`src/rtl/decoder_scan_driver.sv`:
```
// Sequences select/enable for a 3-to-8 decoder; every select value gets a PRESCALE-cycle slot of blank then active.
// Latency: all outputs registered, one cycle after run/step is sampled in IDLE.
// Backpressure: none; step is dropped while busy, run is sampled at each slot end.
module decoder_scan_driver #(
    parameter int PRESCALE = 8,
    parameter int BLANK    = 2,
    parameter int PW       = 17
) (
    input  logic       clk,
    input  logic       rst,
    input  logic       run,
    input  logic       step,
    input  logic [2:0] last_sel,
    output logic       e,
    output logic       a,
    output logic       b,
    output logic       c,
    output logic       wrap,
    output logic       busy
);

    typedef enum logic [1:0] {
        S_IDLE   = 2'd0,
        S_BLANK  = 2'd1,
        S_ACTIVE = 2'd2
    } state_t;

    localparam logic [PW-1:0] SLOT_LAST  = PW'(PRESCALE - 1);
    localparam logic [PW-1:0] BLANK_LAST = (BLANK > 0) ? PW'(BLANK - 1) : '0;
    // With no blanking a slot opens directly in ACTIVE and the counter covers the whole slot.
    localparam state_t SLOT_START = (BLANK > 0) ? S_BLANK : S_ACTIVE;

    state_t        state_q, state_d;
    logic [PW-1:0] cnt_q, cnt_d;
    logic [2:0]    sel_q, sel_d;
    logic          single_q, single_d;
    logic          e_q, e_d;
    logic          wrap_q, wrap_d;
    logic          busy_q, busy_d;

    always_comb begin
        state_d  = state_q;
        cnt_d    = cnt_q;
        sel_d    = sel_q;
        single_d = single_q;
        wrap_d   = 1'b0;

        case (state_q)
            S_IDLE: begin
                if (run) begin
                    state_d  = SLOT_START;
                    cnt_d    = '0;
                    single_d = 1'b0;
                end else if (step) begin
                    state_d  = SLOT_START;
                    cnt_d    = '0;
                    single_d = 1'b1;
                end
            end

            S_BLANK: begin
                cnt_d = cnt_q + 1'b1;
                if (cnt_q == BLANK_LAST) begin
                    state_d = S_ACTIVE;
                end
            end

            S_ACTIVE: begin
                if (cnt_q == SLOT_LAST) begin
                    // Select moves on the same edge that drops e, so no output ghosts.
                    if (sel_q >= last_sel) begin
                        sel_d  = 3'd0;
                        wrap_d = 1'b1;
                    end else begin
                        sel_d = sel_q + 3'd1;
                    end
                    cnt_d = '0;
                    if (run && !single_q) begin
                        state_d = SLOT_START;
                    end else begin
                        state_d  = S_IDLE;
                        single_d = 1'b0;
                    end
                end else begin
                    cnt_d = cnt_q + 1'b1;
                end
            end

            default: begin
                state_d  = S_IDLE;
                cnt_d    = '0;
                single_d = 1'b0;
            end
        endcase

        e_d    = (state_d == S_ACTIVE);
        busy_d = (state_d != S_IDLE);
    end

    always_ff @(posedge clk) begin
        if (rst) begin
            state_q  <= S_IDLE;
            cnt_q    <= '0;
            sel_q    <= 3'd0;
            single_q <= 1'b0;
            e_q      <= 1'b0;
            wrap_q   <= 1'b0;
            busy_q   <= 1'b0;
        end else begin
            state_q  <= state_d;
            cnt_q    <= cnt_d;
            sel_q    <= sel_d;
            single_q <= single_d;
            e_q      <= e_d;
            wrap_q   <= wrap_d;
            busy_q   <= busy_d;
        end
    end

    assign e    = e_q;
    assign a    = sel_q[2];
    assign b    = sel_q[1];
    assign c    = sel_q[0];
    assign wrap = wrap_q;
    assign busy = busy_q;

endmodule

```
`config.mk`:
```
export PLATFORM = sky130hd
export DESIGN_NAME = decoder_scan_driver
export DESIGN_NICKNAME = d
export VERILOG_FILES = /design/src/rtl/decoder_scan_driver.sv
export SDC_FILE = /design/constraint.sdc
export NUM_CORES = 1
export LEC_CHECK = 0
export ABC_CLOCK_PERIOD_IN_PS = 4200
export BUFFER_PORTS_ARGS = -buffer_cell sky130_fd_sc_hd__buf_2
export CORE_ASPECT_RATIO = 1.25
export CORE_MARGIN = 2
export CORE_UTILIZATION = 62
export DETAILED_ROUTE_END_ITERATION = 12
export PLACE_DENSITY = 0.83
export RECOVER_POWER = 100
export SLEW_MARGIN = 15
export SYNTH_ARGS = -nofsm -noshare
export SYNTH_HDL_FRONTEND = slang
export SYNTH_SLANG_ARGS = --single-unit
```
`constraint.sdc`:
```
create_clock -name clk -period 4.2 [get_ports clk]
set_clock_uncertainty 0.2 [all_clocks]
set_input_delay 0.21 -clock clk [delete_from_list [all_inputs] [get_ports clk]]
set_output_delay 0.21 -clock clk [all_outputs]
set_load 0.01 [all_outputs]
```
# ---- After elaboration in Yosys (flattened, before gate mapping)
# Index checks and enable logic that the tools add are counted.
dict set report word_totals {
  latchBits 0
  register_bits 26
  ram_bits 0
  in_bits 7
  mem_count 0
  out_inout_bits 6
  wordCells 45
  romBits 0
}
dict set report classes {
  n_shift 0
  mux 17
  n_lt_le_gt_ge 1
  n_addsub 2
  div_mod_pow 0
  n_eq_ne 8
  reduce_logical 7
  n_mul 0
  bitwise 3
}
# cell count
set ops {}
lappend ops {{2-to-1 mux 17 bit} 3}
lappend ops {{case mux 17 bit (3 select lines)} 1}
lappend ops {{adder 17 x 1 -> 17 bit, second input constant} 1}
lappend ops {{equality test 17 x 1 -> 1 bit, second input constant} 1}
lappend ops {{equality test 17 x 3 -> 1 bit, second input constant} 1}
lappend ops {{2-to-1 mux 2 bit} 4}
lappend ops {{2-to-1 mux 1 bit} 6}
lappend ops {{case mux 2 bit (3 select lines)} 1}
lappend ops {{equality test 2 bit, second input constant} 2}
lappend ops {{!= test 2 bit, second input constant} 2}
lappend ops {{AND reduction 4 bit} 1}
lappend ops {{adder 3 x 1 -> 3 bit, second input constant} 1}
lappend ops {{greater-or-equal comparator 3 bit} 1}
lappend ops {{2-to-1 mux 3 bit} 1}
lappend ops {{!= test 3 bit, second input constant} 1}
lappend ops {{inverter 1 bit} 3}
lappend ops {{case mux 1 bit (3 select lines)} 1}
lappend ops {{OR reduction 3 bit} 1}
lappend ops {{equality test 2 x 1 -> 1 bit, second input constant} 1}
lappend ops {{zero test 2 bit} 1}
lappend ops {{AND reduction 2 bit} 1}
lappend ops {{nonzero test 2 bit} 1}
lappend ops {{logical AND 1 bit} 1}
lappend ops {{zero test 1 bit} 1}

# ---- Longest topological paths before layout
# Gate-level depths: netlist (run 1).
dict set report logic_depth {
  ltp_word 6
  mapped_depth 8
  mapped_depth_nobuf 7
}

# ---- Least setup slack after synthesis (run 1)
# OpenSTA, ideal clock, no wires.
dict set report synth_timing {
  path_type {reg2reg}
  start {register cnt_q[0]}
  end {register cnt_q[11]}
  path_buffers 2
  synth_period_minus_slack_ps 1977
  path_slack_ps 2223
  t_required_ps 3885
  setup_ps 115
  path_stages_with_launch 9
  arrival_ps 1663
  path_cell_list {dfxtp_1 -> ha_1 -> nor4bb_2 -> nand4_1 -> a21oi_2 -> o31a_1 -> buf_4 -> buf_6 -> nor2_1}
}
dict set report synth_via {
  elab_chain_len 3
  word_cells_on_any_way 4
  classes_between {add/sub (1); eq/ne (1); mux (2)}
}
# element line
set synth_lines {}
lappend synth_lines {{start, declared} 34} ;# logic [PW-1:0] cnt_q, cnt_d;
lappend synth_lines {{start signal, assigned} 111} ;# cnt_q <= cnt_d;
lappend synth_lines {{adder 17 x 1 -> 17 bit or equality test 17 x 3 -> 1 bit (tied branches)} {62, 85, 69}}
lappend synth_lines {{2-to-1 mux 17 bit} 69} ;# if (cnt_q == SLOT_LAST) begin
lappend synth_lines {{case mux 17 bit (3 select lines) *} 48} ;# case (state_q)
# Mark *: on every way between the ends. The rest lies on a longest branch, timed or not.
# A chain may end at the register's enable or synchronous reset.

# ---- Worst setup path in the final report (run 1)
dict set report layout_timing {
  start {register cnt_q[0]}
  end {register cnt_q[0]}
}
# Same word-level chain as after synthesis.

==> flow_summary_export.csv, run 1 <==
group,metric,value,unit
status,outcome,"finished clean",
timing,worst-slew-pin-transition,637,ps
logic_synthesis,synth_edf_count,0,
cts,numCtsBuffers,3,
logic_synthesis,synth_async_sr_flop_share,0,%
logic_synthesis,synth_top_area_share,38.0,%
cells_and_area,diodes,0,
placement,dp_hpwl,1940,um
critical_path,startpoint_type,"register",
timing,hold_viol_final,0,
floorplanning,pin_count,13,
grt,grt_max_degree,18,
timing,fin_crit,2660,ps
cts,cts_tree,"built",
cts,clk_latency,320,ps
cells_and_area,synthToLayoutAreaGrowth,5.39,%
route,viasPerCell,5.97,
route,met2_length,1290,um
placement,pre_cts_slack,1730,ps
floorplanning,die_area,2600,sq um
cts,path_clk_slew,130,ps
logic_synthesis,synthTopCellsByArea,"dfxtp_1 38%, ha_1 9.1%, xor2_1 6.4%",
cts,clock_sinks,26,
logic_synthesis,yosys.area.top_type,"dfxtp_1",
route,wl_met3,59,um
pwr,power_density,277,nW/um^2
grt,grt_pass1_vias,1047,
cts,ctsLongestPathBuffers,2,
logic_synthesis,ys_ff_latch,26,
min_path,min_path_type,"input port to register",
cts,cts_setup_buffers,0,
critical_path,worstPathRequired,4200,ps
logic_synthesis,syn_inst,149,
floorplanning,start_util,64.0,%
timing,fmax,376,MHz
logic_synthesis,yosys_most_used_dff,"dfxtp_1",
critical_path,worst_path_max_delay_cell,"o31a_1",
logic_synthesis,ys_seq_area_share,38.0,%
route,top_layer_used,"met4",
logic_synthesis,postSynthAreaPerCell,9.19,sq um
route,drt_iter0_drc,19,
logic_synthesis,syn_nets,166,
route,drt_wl_total,2520,um
grt,antenna_found_initial,0,
critical_path,end_kind,"register",
route,wl_per_cell,13.8,um
route,wl_met1,1090,um
floorplanning,die_y,56.5,um
cells_and_area,most-common-layout-cells,"26 x dfxtp_1, 19 x nor2_1, 10 x nand2_1, 10 x xor2_1, 10 x ha_1",
timing,maxSlewHeadroom,57.6,%
grt,grt-ovfl-total,0,
cells_and_area,fin_nets,181,
cells_and_area,final_common_cell,"dfxtp_1",
route,ant_nets,0,
logic_synthesis,yosys_warnings,0,
critical_path,cp_max_fo,17,
flow_run,drv_cap,0,
critical_path,max_stage_delay,590,ps
timing,slew_viol_final,0,
critical_path,cp.arrival,2660,ps
critical_path,crit_path_cell_trace,"ha_1 > nor4bb_1 > nand4_1 > a21oi_1 > o31a_1 > nor2_1",
route,drc,0,
grt,grt_pass1_wl,4310,um
floorplanning,num_rows,19,
floorplanning,die_w,46.0,um
cts,root_buffer,"clkbuf_4",
timing,fin_crit_sh,63.4,%
pwr,power_leakage,0.000510,uW
cts,ctsHtreeMaxLevel,1,
timing,rsz0062_at_grt,"false",
timing,tns,0,ps
route,drt_pass1_iterations,4,
floorplanning,core_area,2140,sq um
pwr,peakVddDrop,0.238,mV
timing,setup_slack,1540,ps
critical_path,crit_type,"register to register",
timing,setup_viol,0,
logic_synthesis,syn-cell-area,1370,sq um
logic_synthesis,synth_cell_types,38,
cells_and_area,drive_gt1_share,9.88,%
placement,place_congestion,0.875,
grt,grt_use_total,22.0,%
placement,port_buffers,12,
route,num_vias,1093,
[cell type report]
type                    count  area [sq um]
repair buffers             13          62.6
fillers                   191           697
well taps                  21          26.3
flip-flops and latches     26           520
clock buffers               3          22.5
multi-input cells         113           785
inverters                   7          26.3
[worst max-delay path: cells and delay by family, from the launching register on]
family	cells	cell delay, ps
AO/OA/AOI/OAI	2	950
flip-flops	1	440
adder cells (fa/ha/maj)	1	230
AND/OR/NAND/NOR	3	720
[sequential cells by signal, summed over array words and instances, names as in the netlist]
| register | count |
|---|---|
| wrap | 1 |
| single_q | 1 |
| busy | 1 |
| cnt_q | 17 |
| state_q | 2 |
| e | 1 |
| sel_q | 3 |
[per-stage QoR]
stage	hold WS, ps	cell area (sq um)	cells	utilization [%]	total power, uW
global placement	273	1430	179	67.0	301
floorplan	79.1	1370	149	-	293
finish	14.2	1440	183	67.4	400
global route	25.2	1440	183	67.4	420
CTS	16.0	1470	183	68.5	405
detailed placement	282	1430	179	67.0	303
[worst paths after layout]
kind / slack, ps / cells past startpoint / start / endpoint
setup / recovery: 1540 / 6 / cnt_q[0] / cnt_q[0]
hold / removal: 10 / 3 / run / single_q
setup reg to reg: 1540 / 6 / cnt_q[0] / cnt_q[0]
hold reg to reg: 310 / 2 / sel_q[0] / sel_q[0]
[cell usage after synthesis, types with 2 or more instances]
cell / n
dfxtp_1: 26
nor2_1: 19
ha_1: 10
nand2_1: 10
xor2_1: 10
a21oi_1: 7
inv_1: 7
nand3_1: 7
nand2b_1: 5
nand4_1: 5
xnor2_1: 5
a211oi_1: 4
nor4_2: 4
and2_1: 2
and4_1: 2
nor3_1: 2
nor4b_1: 2
o31a_1: 2
[power breakdown]
group | internal, uW | total [uW] | leakage, uW | switching [uW]
Clock | 33.7 | 103 | 0.0000138 | 69.2
Combinational | 17.3 | 41.6 | 0.000286 | 24.2
Sequential | 251 | 256 | 0.000210 | 4.33
[kinds of logic (layout without fill, tap and decap cells)]
family                     after synthesis  after routing  share of synthesized area (%)
DFF                                     26             26                           38.0
and+or+nand+nor                         67             67                           29.0
AOI/OAI and AO/OA                       21             21                           10.7
adders and majority gates               10             10                           9.14
buffers and inverters                   10             23                           3.57
xor gates and xnor gates                15             15                           9.60
[metal layers]
layer | global-route usage (%) | vias to the layer above
met2 | 36.1 | 22
met1 | 27.7 | 511
li1 | - | 551
met4 | 11.0 | 0
met3 | 1.93 | 9
met5 | 0 | -
[what timing repair did]
item,CTS,global route
hold buffers,1,0
hold endpoints to repair,5,0
resized for setup,0,0
endpoints found under the setup margin,0,0
Note: power is estimated with default switching activity, not from simulation.
==> run 2: changes to the inputs <==
- ABC_AREA: default -> 1
- ABC_CLOCK_PERIOD_IN_PS: 4200 -> 2800
- CORE_UTILIZATION: 62 -> 58
- PLACE_DENSITY: 0.83 -> 0.78
- clock period: 4.2 -> 2.8 ns (I/O delays scaled with it)
==> run 2 against run 1 <==
  * Synthesized cell count is 42% higher
  * Routed wire length increased by 21%
  * Sequential cell count unchanged
  * Highest routed layer unchanged
  * Worst hold slack better by 89 ps
  * Design area up 9.0%
==> flow_summary_export.csv, run 2 <==
group,metric,value,unit
grt,grt-ovfl-total,0,
critical_path,end_kind,"register",
cts,clock_sinks,26,
cells_and_area,stdcell_area,1570,sq um
floorplanning,start_util,60.8,%
timing,tns,0,ps
route,drt_iter0_drc,37,
cells_and_area,final_common_cell,"nand2_1",
cells_and_area,largest_reg_flops,17,
cts,ctsLongestPathBuffers,2,
cts,clk_latency,320,ps
placement,dp_cells,255,
logic_synthesis,synthTopCellsByArea,"dfxtp_1 35%, nand2_1 10%, nor2_1 9.4%",
cts,cts_tree,"built",
timing,rsz0062_at_grt,"false",
route,num_vias,1342,
cells_and_area,diodes,0,
timing,fin_crit_sh,81.0,%
critical_path,crit_path_cell_trace,"inv_1 > ha_1 > nand2_1 > nand2_1 > nor2_1 > nand3_1 > nand2_1 > nand3_1 > nor2_1",
critical_path,crit_buf_inv,1,
timing,fmax,441,MHz
floorplanning,num_rows,20,
logic_synthesis,syn_inst,212,
route,drt_wl_total,3060,um
floorplanning,die_area,2970,sq um
logic_synthesis,yosys.area.top_type,"dfxtp_1",
route,drc,0,
logic_synthesis,ys_seq_area_share,35.3,%
cts,ctsHtreeMaxLevel,1,
placement,dp_hpwl,2410,um
critical_path,startpoint_type,"register",
timing,worst-slew-pin-transition,516,ps
route,viasPerCell,5.16,
pwr,peakVddDrop,0.286,mV
cells_and_area,synthToLayoutAreaGrowth,6.53,%
logic_synthesis,synthTopCellsByCount,"40 x nand2_1, 37 x nor2_1, 31 x inv_1",
flow_run,drv_cap,0,
grt,antenna_found_initial,0,
logic_synthesis,synth_top_area_share,35.3,%
critical_path,r2r_start,"state_q[0]",
logic_synthesis,syn-cell-area,1480,sq um
floorplanning,core_area,2430,sq um
timing,fin_crit,2270,ps
logic_synthesis,syn_nets,229,
placement,place_congestion,0.919,
cells_and_area,top_register,"cnt_q",
logic_synthesis,synth_cell_types,23,
critical_path,cp_max_fo,13,
floorplanning,die_y,60.4,um
logic_synthesis,synth_most_common_cell,"nand2_1",
logic_synthesis,postSynthAreaPerCell,6.96,sq um
grt,grt_max_degree,15,
cells_and_area,drive_gt1_share,7.49,%
critical_path,cp_top_family,"simple AND/OR/NAND/NOR gates",
timing,setup_viol,0,
logic_synthesis,synth_async_sr_flop_share,0,%
cells_and_area,n_fill_cell,246,
route,wl_per_cell,11.8,um
grt,grt_pass1_vias,1281,
critical_path,cp.arrival,2330,ps
critical_path,worst_path_max_delay_cell,"dfxtp_1",
min_path,min-delay-start,"run",
placement,port_buffers,12,
critical_path,critPathMostFrequentCell,"nand2_1",
cells_and_area,finalNonFillerCells,260,
floorplanning,die_w,49.1,um
cts,cts-resized-gates,0,
timing,maxSlewHeadroom,65.5,%
cells_and_area,most-common-layout-cells,"44 x nand2_1, 39 x nor2_1, 31 x inv_1",
cts,cts_setup_buffers,0,
timing,hold_viol_final,0,
pwr,power_leakage,0.000730,uW
logic_synthesis,ys_ff_latch,26,
cts,path_clk_slew,140,ps
timing,slew_viol_final,0,
logic_synthesis,yosys_most_used_dff,"dfxtp_1",
cts,cts.hold.buffers_added,1,
cells_and_area,top_regs,"cnt_q x17, sel_q x3, state_q x2",
logic_synthesis,yosys_warnings,0,
placement,postPlaceCellArea,1560,sq um
critical_path,worstPathRequired,2860,ps
cells_and_area,fin_nets,245,
pwr,power_density,414,nW/um^2
critical_path,max_stage_delay,430,ps
route,ant_nets,0,
grt,grt_use_total,22.2,%
status,outcome,"finished clean",
min_path,min_path_type,"input port to register",
floorplanning,pin_count,13,
cts,numCtsBuffers,3,
critical_path,crit_type,"register to register",
critical_path,crit_start,"state_q[0]",
cts,root_buffer,"clkbuf_4",
grt,grt_pass1_wl,5090,um
route,drt_pass1_iterations,4,
logic_synthesis,synth_edf_count,0,
-- run 2: changes by cell type after synthesis, moves of 5 or more --
cell	before	now
inv_1	7	31
nor2_1	19	37
nor2_2	0	6
nand2b_1	5	0
nand3_1	7	19
nand2_1	10	40
-- run 2: layout make-up --
class                   count  area (sq um)  area share, %
clock buffers               4          36.3           2.31
repair buffers             13          62.6           3.98
multi-input cells         153           796           50.6
well taps                  33          41.3           2.63
flip-flops and latches     26           520           33.1
inverters                  31           116           7.40
-- run 2: through the flow --
step / setup WS (ps) / power, uW / hold slack (ps) / util [%]
2_1_floorplan: 1120 / 453 / 9.07 / -
3_5_place_dp: 654 / 473 / 214 / 64.2
6_report: 533 / 652 / 103 / 64.8
4_1_cts: 615 / 663 / 89.0 / 66.1
3_3_place_gp: 769 / 467 / 187 / 64.2
5_1_grt: 315 / 679 / 145 / 64.8
-- run 2: routing by layer --
| metal | part of all wire [%] | up-vias | GRT usage (%) | wire length [um] |
|---|---|---|---|---|
| met3 | 2.7 | 10 | 2.96 | 83 |
| met1 | 41 | 611 | 22.1 | 1250 |
| met2 | 54 | 30 | 45.4 | 1640 |
| li1 | - | 691 | - | - |
| met5 | 0 | - | 0 | 0 |
| met4 | 2.8 | 0 | 11.0 | 87 |
-- run 2: power breakdown --
group	leakage (uW)	switching (uW)	internal (uW)	total, uW
clock	0.0000210	112	79.4	191
sequential	0.000210	6.14	378	384
combinational	0.000498	50.0	26.3	76.3
total	0.000730	168	484	652
-- run 2: cells by family after synthesis --
| family | share of synthesized area (%) |
|---|---|
| fa+ha+maj | 8.47 |
| flops | 35.3 |
| simple gates | 35.8 |
| buf+inv | 9.15 |
| compound gates | 6.02 |
| xor+xnor | 5.34 |
-- run 2: path summary, 6_finish.rpt --
| check | endpoint | slack [ps] | cells after the start |
|---|---|---|---|
| worst max-delay path | cnt_q[9] | 530 | 9 |
| worst min-delay path | single_q | 100 | 6 |
| worst max register to register | cnt_q[9] | 530 | 9 |
| worst min register to register | single_q | 260 | 2 |
-- run 2: worst min-delay path, delay by kind of cell --
family                 cells  cell delay [ps]
AO/OA/AOI/OAI              2              240
buffers and inverters      3              170
AND/OR/NAND/NOR            1               50
==> run 3: changes to the inputs <==
- ABC_CLOCK_PERIOD_IN_PS: 2800 -> 2300
- clock period: 2.8 -> 2.3 ns (I/O delays scaled with it)
==> run 3 against run 2 <==
  * Sequential power up 22%
  * Sequential share of layout area down 0.18 points
  * Global-route usage down 0.16 points
  * Critical path depth up 3
  * Design area up 0.56%
  * Worst setup slack worse by 210 ps
  * Via count down 0.89%
  * Largest cell class unchanged
==> flow_summary_export.csv, run 3 (synthesized netlist as in run 2, its figures left out) <==
group,metric,value,unit
status,outcome,"finished clean",
pwr,p_total,755,uW
floorplanning,core_area,2430,sq um
route,drt_pass1_iterations,4,
critical_path,startpoint_type,"register",
floorplanning,die_area,2970,sq um
cells_and_area,drive_gt1_share,9.25,%
route,viasPerCell,5.12,
cells_and_area,top_regs,"cnt_q x17, sel_q x3, state_q x2",
grt,grt-ovfl-total,0,
route,wl_met3,88,um
placement,port_buffers,12,
critical_path,cp.arrival,1990,ps
critical_path,rr_worst_depth,12,
floorplanning,start_util,60.8,%
cts,cts_tree,"built",
pwr,power_density,477,nW/um^2
critical_path,crit_path_cell_trace,"ha_1 > nand2_1 > inv_1 > nand2_1 > nor2_1 > nand2_2 > nand2_1 > nand2_4 > nand2_2 > nand2_2 > nand2_2 > nor2_1",
critical_path,worst_path_max_delay_cell,"dfxtp_1",
critical_path,crit_cells,12,
route,drt_iter0_drc,21,
critical_path,r2r_start,"cnt_q[0]",
critical_path,cp_max_fo,14,
cts,cts-resized-gates,0,
cells_and_area,most-common-layout-cells,"41 x nand2_1, 38 x nor2_1, 31 x inv_1",
timing,rsz0062_at_grt,"false",
floorplanning,pin_count,13,
route,top_layer_used,"met4",
timing,fin_crit_sh,85.9,%
route,drt_wl_total,2860,um
timing,worst-slew-pin-transition,389,ps
grt,antenna_found_initial,0,
min_path,worstHoldPathCells,6,
cts,path_clk_slew,130,ps
critical_path,cp_top_family,"simple AND/OR/NAND/NOR gates",
pwr,peakVddDrop,0.341,mV
min_path,hold_end,"e",
cells_and_area,synthToLayoutAreaGrowth,7.12,%
cells_and_area,top_register,"cnt_q",
grt,grt_use_total,22.1,%
critical_path,r2r-end,"cnt_q[6]",
cts,ctsHtreeMaxLevel,1,
placement,dp_hpwl,2290,um
critical_path,crit_start,"cnt_q[0]",
route,wl_met1,1260,um
timing,hold_viol_final,0,
cts,root_buffer,"clkbuf_4",
cells_and_area,fin_nets,246,
cts,clock_sinks,26,
timing,slew_viol_final,0,
cts,cts_setup_buffers,0,
critical_path,critPathMostFrequentCell,"nand2_2",
critical_path,end_kind,"register",
critical_path,max_stage_delay,420,ps
critical_path,r2r_slack,320,ps
timing,fmax,506,MHz
min_path,min-delay-start,"run",
floorplanning,die_y,60.4,um
route,num_vias,1330,
critical_path,crit_type,"register to register",
timing,tns,0,ps
timing,fin_crit,1980,ps
floorplanning,die_w,49.1,um
cells_and_area,largest_reg_flops,17,
min_path,min_path_type,"input port to register",
critical_path,crit_buf_inv,1,
cts,clk_latency,310,ps
cts,ctsLongestPathBuffers,2,
pwr,power_leakage,0.000728,uW
cells_and_area,final_common_cell,"nand2_1",
grt,grt_pass1_wl,5160,um
grt,grt_max_degree,15,
route,met2_length,1490,um
cts,numCtsBuffers,3,
floorplanning,num_rows,20,
cells_and_area,diodes,0,
grt,grt_pass1_vias,1293,
placement,place_congestion,0.957,
flow_run,drv_cap,0,
timing,setup_viol,0,
route,wl_per_cell,11.0,um
route,ant_nets,0,
route,drc,0,
cts,cts.hold.buffers_added,1,
critical_path,worstPathRequired,2320,ps
timing,maxSlewHeadroom,73.9,%
run 3: cell count changes in the layout (fill, tap and decap cells not counted), sizes merged:
cell,previous run,this run
buf,6,7
clkbuf,10,9
run 3: worst max path at each step:
| stage | end | slack [ps] |
|---|---|---|
| floorplan | cnt_q[5] | 620 |
| finish | cnt_q[6] | 320 |
| detailed placement | cnt_q[9] | 380 |
| CTS | cnt_q[9] | 340 |
| global placement | cnt_q[9] | 470 |
| global route | cnt_q[4] | 110 |
run 3: area by class of cell:
class | instances | area (sq um)
repair buffers | 14 | 70.1
fillers | 251 | 846
multi-input cells | 153 | 811
clock buffers | 3 | 22.5
inverters | 31 | 116
flip-flops and latches | 26 | 520
well taps | 33 | 41.3
run 3: power by group:
group          switching (uW)  leakage, uW  internal [uW]
sequential               7.59     0.000210            460
combinational            60.6     0.000504           35.4
clock                     129    0.0000138           61.3
total                     198     0.000728            557
run 3: metrics by stage:
step	setup slack, ps	hold slack (ps)	util (%)	instances	area, sq um
after floorplan	625	-15.9	-	212	1480
after global placement	467	157	64.5	256	1570
after detailed placement	384	166	64.5	256	1570
after CTS	344	55.6	65.9	260	1600
after global routing	113	108	65.2	260	1580
final	323	61.5	65.2	260	1580
run 3: tightest hold or removal path: cells and delay by family:
kind | cells | cell delay (ps)
buffers and inverters | 2 | 140
and+or+nand+nor | 4 | 300
run 3: per-layer routing:
metal | up-vias | track usage (%)
li1 | 694 | -
met5 | - | 0
met1 | 606 | 24.5
met4 | 0 | 10.2
met2 | 26 | 42.9
met3 | 4 | 2.22
